<file path="config.mk">
export PLATFORM = sky130hd
export DESIGN_NAME = uart8_tx
export DESIGN_NICKNAME = d
export VERILOG_FILES = /design/src/rtl/uart_pkg.sv /design/src/rtl/uart_baud_tick.sv /design/src/rtl/uart8_tx.sv
export SDC_FILE = /design/constraint.sdc
export NUM_CORES = 1
export LEC_CHECK = 0
export CAP_MARGIN = 15
export CORE_MARGIN = 3
export CORE_UTILIZATION = 28
export DETAILED_ROUTE_END_ITERATION = 10
export PLACE_DENSITY = 0.51
export SYNTH_ARGS = -nofsm -noshare
export SYNTH_HDL_FRONTEND = slang
export SYNTH_SLANG_ARGS = --single-unit
</file>
<file path="constraint.sdc">
create_clock -name clk -period 1.6 [get_ports clk]
set_input_delay 0.32 -clock clk [delete_from_list [all_inputs] [get_ports clk]]
set_output_delay 0.32 -clock clk [all_outputs]
set_load 0.05 [all_outputs]
</file>
<file path="src/rtl/uart_pkg.sv">
// Shared UART definitions used by both the transmit and receive paths.
package uart_pkg;

  typedef enum logic [1:0] {
    IDLE,
    START,
    DATA,
    STOP
  } tx_state_t;

  localparam int unsigned DATA_BITS = 8;
  localparam int unsigned STOP_BITS = 1;

  // Clock cycles per bit, rounded to the nearest integer.
  function automatic int unsigned bit_div(input int unsigned clock, input int unsigned baud);
    return (clock + baud / 2) / baud;
  endfunction

endpackage

</file>
<file path="src/rtl/uart_baud_tick.sv">
// Bit-period counter: counts 0..BIT_DIV-1 and flags the last cycle of each bit.
module uart_baud_tick #(
  parameter int unsigned BIT_DIV = 1250
) (
  input  logic clk,
  input  logic reset,
  input  logic clear,
  output logic tick
);

  localparam int unsigned CNT_W = (BIT_DIV > 1) ? $clog2(BIT_DIV) : 1;

  logic [CNT_W-1:0] cntQ, cntD;

  assign tick = (cntQ == CNT_W'(BIT_DIV - 1));

  // Next count: synchronous clear wins, otherwise wrap on the last cycle.
  always_comb begin
    cntD = cntQ + CNT_W'(1);
    if (clear || tick) cntD = '0;
  end

  // Count register.
  always_ff @(posedge clk or negedge reset) begin
    if (!reset) cntQ <= '0;
    else        cntQ <= cntD;
  end

endmodule

</file>
<file path="src/rtl/uart8_tx.sv">
// 8N1 UART transmitter with a one-byte holding register for gap-free frames.
module uart8_tx
  import uart_pkg::*;
#(
  parameter int unsigned CLOCK_RATE = 12000000,
  parameter int unsigned BAUD_RATE  = 9600
) (
  input  logic       clk,
  input  logic       reset,
  input  logic       txEn,
  input  logic       txStart,
  input  logic [7:0] txData,
  output logic       txReady,
  output logic       txBusy,
  output logic       txDone,
  output logic       txOut
);

  localparam int unsigned BIT_DIV = bit_div(CLOCK_RATE, BAUD_RATE);
  localparam int unsigned IDX_W   = $clog2(DATA_BITS);
  localparam logic [IDX_W-1:0] LAST_IDX = IDX_W'(DATA_BITS - 1);

  tx_state_t stateQ, stateD;

  logic [7:0]       holdQ, holdD;
  logic             holdFullQ, holdFullD;
  logic [7:0]       shiftQ, shiftD;
  logic [IDX_W-1:0] bitIdxQ, bitIdxD;
  logic             tick;
  logic             accept;
  logic             loadShift;

  // Counter is held at zero while idle so the start bit gets a full period.
  uart_baud_tick #(
    .BIT_DIV(BIT_DIV)
  ) uBaud (
    .clk  (clk),
    .reset(reset),
    .clear(stateQ == IDLE),
    .tick (tick)
  );

  assign txReady   = !holdFullQ;
  assign accept    = txStart && !holdFullQ;
  // Shifter is refilled from idle, or straight from the final stop cycle.
  assign loadShift = ((stateQ == IDLE) || ((stateQ == STOP) && tick)) && holdFullQ && txEn;

  // State register.
  always_ff @(posedge clk or negedge reset) begin
    if (!reset) stateQ <= IDLE;
    else        stateQ <= stateD;
  end

  // Next-state logic; a started frame always runs to its stop bit.
  always_comb begin
    stateD = stateQ;
    unique case (stateQ)
      IDLE:    if (holdFullQ && txEn) stateD = START;
      START:   if (tick) stateD = DATA;
      DATA:    if (tick && (bitIdxQ == LAST_IDX)) stateD = STOP;
      STOP:    if (tick) stateD = (holdFullQ && txEn) ? START : IDLE;
      default: stateD = IDLE;
    endcase
  end

  // Line and status outputs decoded from state.
  always_comb begin
    txOut  = 1'b1;
    txBusy = 1'b1;
    txDone = 1'b0;
    unique case (stateQ)
      IDLE:    txBusy = 1'b0;
      START:   txOut  = 1'b0;
      DATA:    txOut  = shiftQ[0];
      STOP:    txDone = tick;
      default: txBusy = 1'b0;
    endcase
  end

  // Holding register, shifter and bit index next-state.
  always_comb begin
    holdD     = holdQ;
    holdFullD = holdFullQ;
    shiftD    = shiftQ;
    bitIdxD   = bitIdxQ;
    if (loadShift) begin
      shiftD    = holdQ;
      holdFullD = 1'b0;
    end else if ((stateQ == DATA) && tick) begin
      shiftD  = {1'b0, shiftQ[7:1]};
      bitIdxD = bitIdxQ + IDX_W'(1);
    end
    if ((stateQ == START) && tick) bitIdxD = '0;
    // accept and loadShift are exclusive: loading needs a full holding register.
    if (accept) begin
      holdD     = txData;
      holdFullD = 1'b1;
    end
  end

  // Datapath registers.
  always_ff @(posedge clk or negedge reset) begin
    if (!reset) begin
      holdQ     <= '0;
      holdFullQ <= 1'b0;
      shiftQ    <= '0;
      bitIdxQ   <= '0;
    end else begin
      holdQ     <= holdD;
      holdFullQ <= holdFullD;
      shiftQ    <= shiftD;
      bitIdxQ   <= bitIdxD;
    end
  end

endmodule

</file>
# Word-level counts from Yosys, hierarchy flattened
# Index checks and enable logic that the tools add are counted.
[classes]
n_mux = 17
n_addsub = 2
eq_ne = 10
reduce_logical = 17
[op_table]
columns = ["cell", "count"]
rows = [
  ["two-way mux 8 bit", 2],
  ["adder 11 x 1 -> 11 bit, second input constant", 1],
  ["== test 11 bit, second input constant", 1],
  ["two-way mux 11 bit", 1],
  ["two-way mux 3 bit", 3],
  ["logical AND 1 bit", 8],
  ["two-way mux 2 bit", 4],
  ["!= test 2 bit, second input constant", 4],
  ["one-hot mux 2 bit (4 select lines)", 1],
  ["nonzero test 2 bit", 3],
  ["two-way mux 1 bit", 5],
  ["== test 2 bit, second input constant", 2],
  ["AND reduction 4 bit", 1],
  ["adder 3 x 1 -> 3 bit, second input constant", 1],
  ["== test 3 bit, second input constant", 1],
  ["== test 2 x 1 -> 1 bit, second input constant", 1],
  ["logical NOT 2 bit", 1],
  ["logical OR 1 bit", 2],
  ["!= test 2 x 1 -> 1 bit, second input constant", 1],
  ["one-hot mux 1 bit (2 select lines)", 1],
  ["AND reduction 2 bit", 1],
  ["logical NOT 1 bit", 1],
]
[totals]
reg_bits = 33
out_inout_bits = 4
wordCells = 52
inputBits = 12

# Depth between registers and ports, before layout
[logic_depth]
ltp_word = 7
ltp_mapped = 8
ltp_nobuf = 7

# Cells and area by module
# A second synthesis with hierarchy kept.
[hier_totals]
cells_unflattened = 151
hier_area_um2 = 1745.4
[modules_own_cells]
columns = ["mod", "n_inst", "area_each_um2", "cells_per_inst", "seq_area_each_um2"]
rows = [
  ["uart8_tx", 1, 1171.1, 95, 550.5],
  ["uart_baud_tick", 1, 574.3, 56, 275.3],
]

# Least setup slack after synthesis
# Ideal clock, no wire load.
[synth_path]
path_kind = "flip-flop to output port"
startpoint = "register stateQ[0]"
endpoint = "output port txOut"
t_required_ps = 1280
stages_incl_launch_ff = 4
setup_slack_ps = -558
arrival_ps = 1838
path_buffers = 0
cell_sequence = "dfrtp_1 inv_1 ha_1 o21ai_0"
[synth_between]
elab_chain_cells = 2
elab_cells_between_ends = 3
cone_classes = "2 x eq/ne; 1 x mux"
[synth_lines]
columns = ["element", "line_no", "rtl"]
rows = [
  ["from (decl)", "uart8_tx.sv:23", "tx_state_t stateQ, stateD;"],
  ["from (signal assigned)", "uart8_tx.sv:51", "else stateQ <= stateD;"],
  ["== test 2 bit or == test 2 x 1 -> 1 bit (tied branches)", "uart8_tx.sv:71", "unique case (stateQ)"],
  ["one-hot mux 1 bit (2 select lines) *", "uart8_tx.sv:71", ""],
  ["to (decl)", "uart8_tx.sv:16", "output logic txOut"],
]
# Mark *: on every way between the ends. The rest lies on a longest branch, timed or not.

# Worst setup path in the final report
[layout_path]
startpoint = "register uBaud.cntQ[1]"
endpoint = "output port txDone"
[layout_between]
elab_chain_cells = 2
[layout_lines]
columns = ["element", "line_no", "rtl"]
rows = [
  ["from (decl)", "uart_baud_tick.sv:13", "logic [CNT_W-1:0] cntQ, cntD;"],
  ["from (signal assigned)", "uart_baud_tick.sv:26", "else cntQ <= cntD;"],
  ["== test 11 bit", "uart_baud_tick.sv:15", "assign tick = (cntQ == CNT_W'(BIT_DIV - 1));"],
  ["two-way mux 1 bit", "uart8_tx.sv:71", ""],
  ["to (decl)", "uart8_tx.sv:15", "output logic txDone,"],
]
# No other way between the ends.

==> impl_metrics.csv <==
group,metric,value,unit
run_status,status,"finished, violations left",
run_status,failed_checks,"setup timing",
logic_synthesis,syn-num-nets,169,
hold_path,min_path_type,"in -> async",
pwr,power_density,713,nW/µm²
logic_synthesis,yosys.area.top_type,"dfrtp_1",
critical_path,crit_arrival,1.52,ns
timing,finClkSkew,0.00323,ns
critical_path,worstPathCellList,"inv_1 -> ha_2 -> and4bb_2 -> and4_4 -> buf_12",
floorplan,start_util,29.5,%
critical_path,cp_slowest_stage_delay,0.38,ns
floorplan,core,5610,µm²
timing,rsz0062_at_grt,"true",
timing,post-route-period-util,115,%
floorplan,dieArea,6880,µm²
pwr,p_leak,1.05,nW
route,vias,1285,
timing,finalSetupViolations,17,
flow_run,drv_cap,0,
logic_synthesis,syn-cell-area,1660,µm²
logic_synthesis,yosys.area.top_type_share,49.8,%
place,dp_hpwl,2.44,mm
logic_synthesis,async_reset_ff_share,100,%
route,routed_wirelength,3.64,mm
timing,tightest_slew,0.313,ns
layout,antenna_cells,0,
floorplan,ios,16,
logic_synthesis,synth_edf_count,0,
grt,grt_pass1_wl,6.42,mm
logic_synthesis,synth.top_cells.by_area,"dfrtp_1 (50%), ha_1 (6.8%), mux2_2 (6.1%), mux2i_1 (4.2%), nor2_1 (3.9%)",
floorplan,die_h,82.9,µm
route,drc,0,
critical_path,end_kind,"primary output",
critical_path,critPathSlowestCell,"dfrtp_1",
logic_synthesis,yosysSeqAreaShare,49.8,%
critical_path,r2r_end,"stateQ[0]",
critical_path,reg2reg_slack,-0.14,ns
layout,area_growth_syn_to_layout,48.1,%
timing,fmax,0.543,GHz
place,numPortBuffers,15,
pwr,finalPower,1.75,mW
route,drt_iter0_drc,43,
grt,grt_pass1_vias,1391,
logic_synthesis,ys_types,32,
clock_tree,cts_tree,"done",
clock_tree,clk_pin_slew_worst_paths,0.07,ns
clock_tree,clk_latency,0.29,ns
critical_path,worst-r2r-cell-count,8,
timing,slew_headroom,79.1,%
clock_tree,numCtsBuffers,5,
logic_synthesis,yosys-top-cells-count,"dfrtp_1 (33), nor2_1 (17), nand2_1 (14), o21ai_0 (10)",
critical_path,cp_max_fo,2,
place,place_ws,-0.268,ns
grt,grt-ovfl-total,0,
layout,drive_above_1_share,39.9,%
floorplan,die_x,82.9,µm
timing,holdWs,0.393,ns
timing,min_period,1.84,ns
logic_synthesis,yosysMostFrequentCell,"dfrtp_1",
route,final_antenna_net_count,0,
timing,drv_slew,0,
critical_path,worst-setup-path-type,"reg -> out",
critical_path,critPathTopFamily,"simple AND/OR/NAND/NOR gates",
grt,antenna_found_initial,0,
pwr,peakVddDrop,0.000504,V
clock_tree,clkSinkCount,33,
layout,fin_nets,223,
critical_path,cp-start-kind,"register",
timing,setup_slack,-0.240,ns
logic_synthesis,syn_inst,148,
clock_tree,postCtsHoldBufs,0,
timing,hold_viol,0,
critical_path,worst_ep_required_time,1.28,ns
layout,final_cell_count_no_fill,275,
critical_path,reg2reg_from,"stateQ[1]",
critical_path,crit_buf_inv,2,
clock_tree,cts_buffer_depth,2,
clock_tree,htreeDepth,2,
logic_synthesis,synthFlopType,"dfrtp_1",
place,dp_cells,251,
route,viasPerCell,4.67,
grt,grt_max_degree,34,
clock_tree,clockRootBuffer,"clkbuf_8",
logic_synthesis,ys_ff_latch,33,
place,place_congestion,0.728,
floorplan,rows,27,
route,dr.pass1.iters,4,
grt,grtUsageTotal,11.5,%
logic_synthesis,synth_area_per_cell,11.2,µm²
route,wl_per_cell,13.2,µm
logic_synthesis,ys_warn_count,0,
==> worst reg2reg max path: cells and delay by family (launching register included) <==
| kind | cells | cell delay (ns) |
|---|---|---|
| DFF | 1 | 0.42 |
| and+or+nand+nor | 1 | 0.32 |
| adders and majority gates | 1 | 0.16 |
| buffers and inverters | 3 | 0.39 |
| AOI/OAI and AO/OA | 3 | 0.39 |
==> what timing repair did <==
action                                 CTS  global route
endpoints found under the hold margin    0             0
resized for setup                       20            15
pin swaps                                7             7
setup buffers                            9             6
setup endpoints to repair               16            28
cloned                                   2             0
==> metrics by stage <==
stage	cell area, µm²	utilization (%)	TNS, ns
6_report	2450	43.8	-1.19
3_5_place_dp	2090	37.2	-1.59
4_1_cts	2360	42.1	-1.50
3_3_place_gp	2090	37.2	-1.02
2_1_floorplan	1670	-	-0.224
5_1_grt	2450	43.8	-3.66
==> cells by family (layout without fill, tap and decap cells) <==
family	count (synthesis)	count (layout)	synth area share (%)
AOI/OAI and AO/OA	22	24	10.0
xor gates and xnor gates	9	9	4.76
adders and majority gates	9	9	6.80
buffers and inverters	9	62	2.57
DFF	33	33	49.8
muxes	16	16	10.3
and+or+nand+nor	50	50	15.6
==> cells in the final DEF, fill, tap and decap left out, types with 2 or more instances in the layout <==
master,Yosys,layout
a22o_1,4,4
nand2_1,14,13
mux2i_1,7,6
ha_2,0,2
buf_12,0,5
o21ba_4,1,2
o21ai_0,10,2
ha_4,0,4
nand2_2,2,2
buf_6,1,4
xor2_1,4,4
nor2_1,17,16
clkdlybuf4s50_1,0,11
mux2_2,9,8
o21ai_1,2,9
ha_1,9,3
and3_4,0,3
clkbuf_8,0,5
inv_1,6,3
inv_2,0,2
buf_4,0,28
a21oi_1,2,2
xnor2_1,5,5
dfrtp_1,33,32
nand3_1,4,4
nor2b_1,2,2
==> area by class of cell <==
| type | count | area, µm² |
|---|---|---|
| Multi-Input combinational cell | 108 | 931 |
| Fill cell | 552 | 3150 |
| Clock inverter | 3 | 46.3 |
| Sequential cell | 33 | 827 |
| Clock buffer | 5 | 68.8 |
| Timing Repair Buffer | 48 | 465 |
| Inverter | 6 | 25.0 |
| Tap cell | 72 | 90.1 |
==> state kept, by name, summed over array words and instances, names as in the netlist <==
signal and count:
uBaud.cntQ 11, shiftQ 8, bitIdxQ 3, holdQ 8, stateQ 2, holdFullQ 1
==> power breakdown <==
| part | leakage [nW] | switching [mW] | internal, mW | total [mW] |
|---|---|---|---|---|
| clock network | 0.0543 | 0.337 | 0.466 | 0.803 |
| registers | 0.376 | 0.0121 | 0.857 | 0.869 |
| logic | 0.620 | 0.0290 | 0.0496 | 0.0786 |
| total | 1.05 | 0.378 | 1.37 | 1.75 |
==> worst max path at each step <==
stage             startpoint   endpoint  cells after the start
2_1_floorplan  uBaud.cntQ[1]  shiftQ[6]                      7
3_3_place_gp            txEn  stateQ[0]                      6
3_5_place_dp            txEn  stateQ[0]                      6
4_1_cts        uBaud.cntQ[1]     txDone                      5
5_1_grt        uBaud.cntQ[1]     txDone                      5
6_report       uBaud.cntQ[1]     txDone                      5
==> metal layers <==
metal,vias to the layer above,track usage (%),part of all wire (%)
met2,30,19.8,50
li1,622,-,-
met5,-,0,0
met4,0,3.57,2.5
met1,622,13.5,42
met3,11,3.47,5.4
No activity file was read; power rests on OpenSTA's default activity.
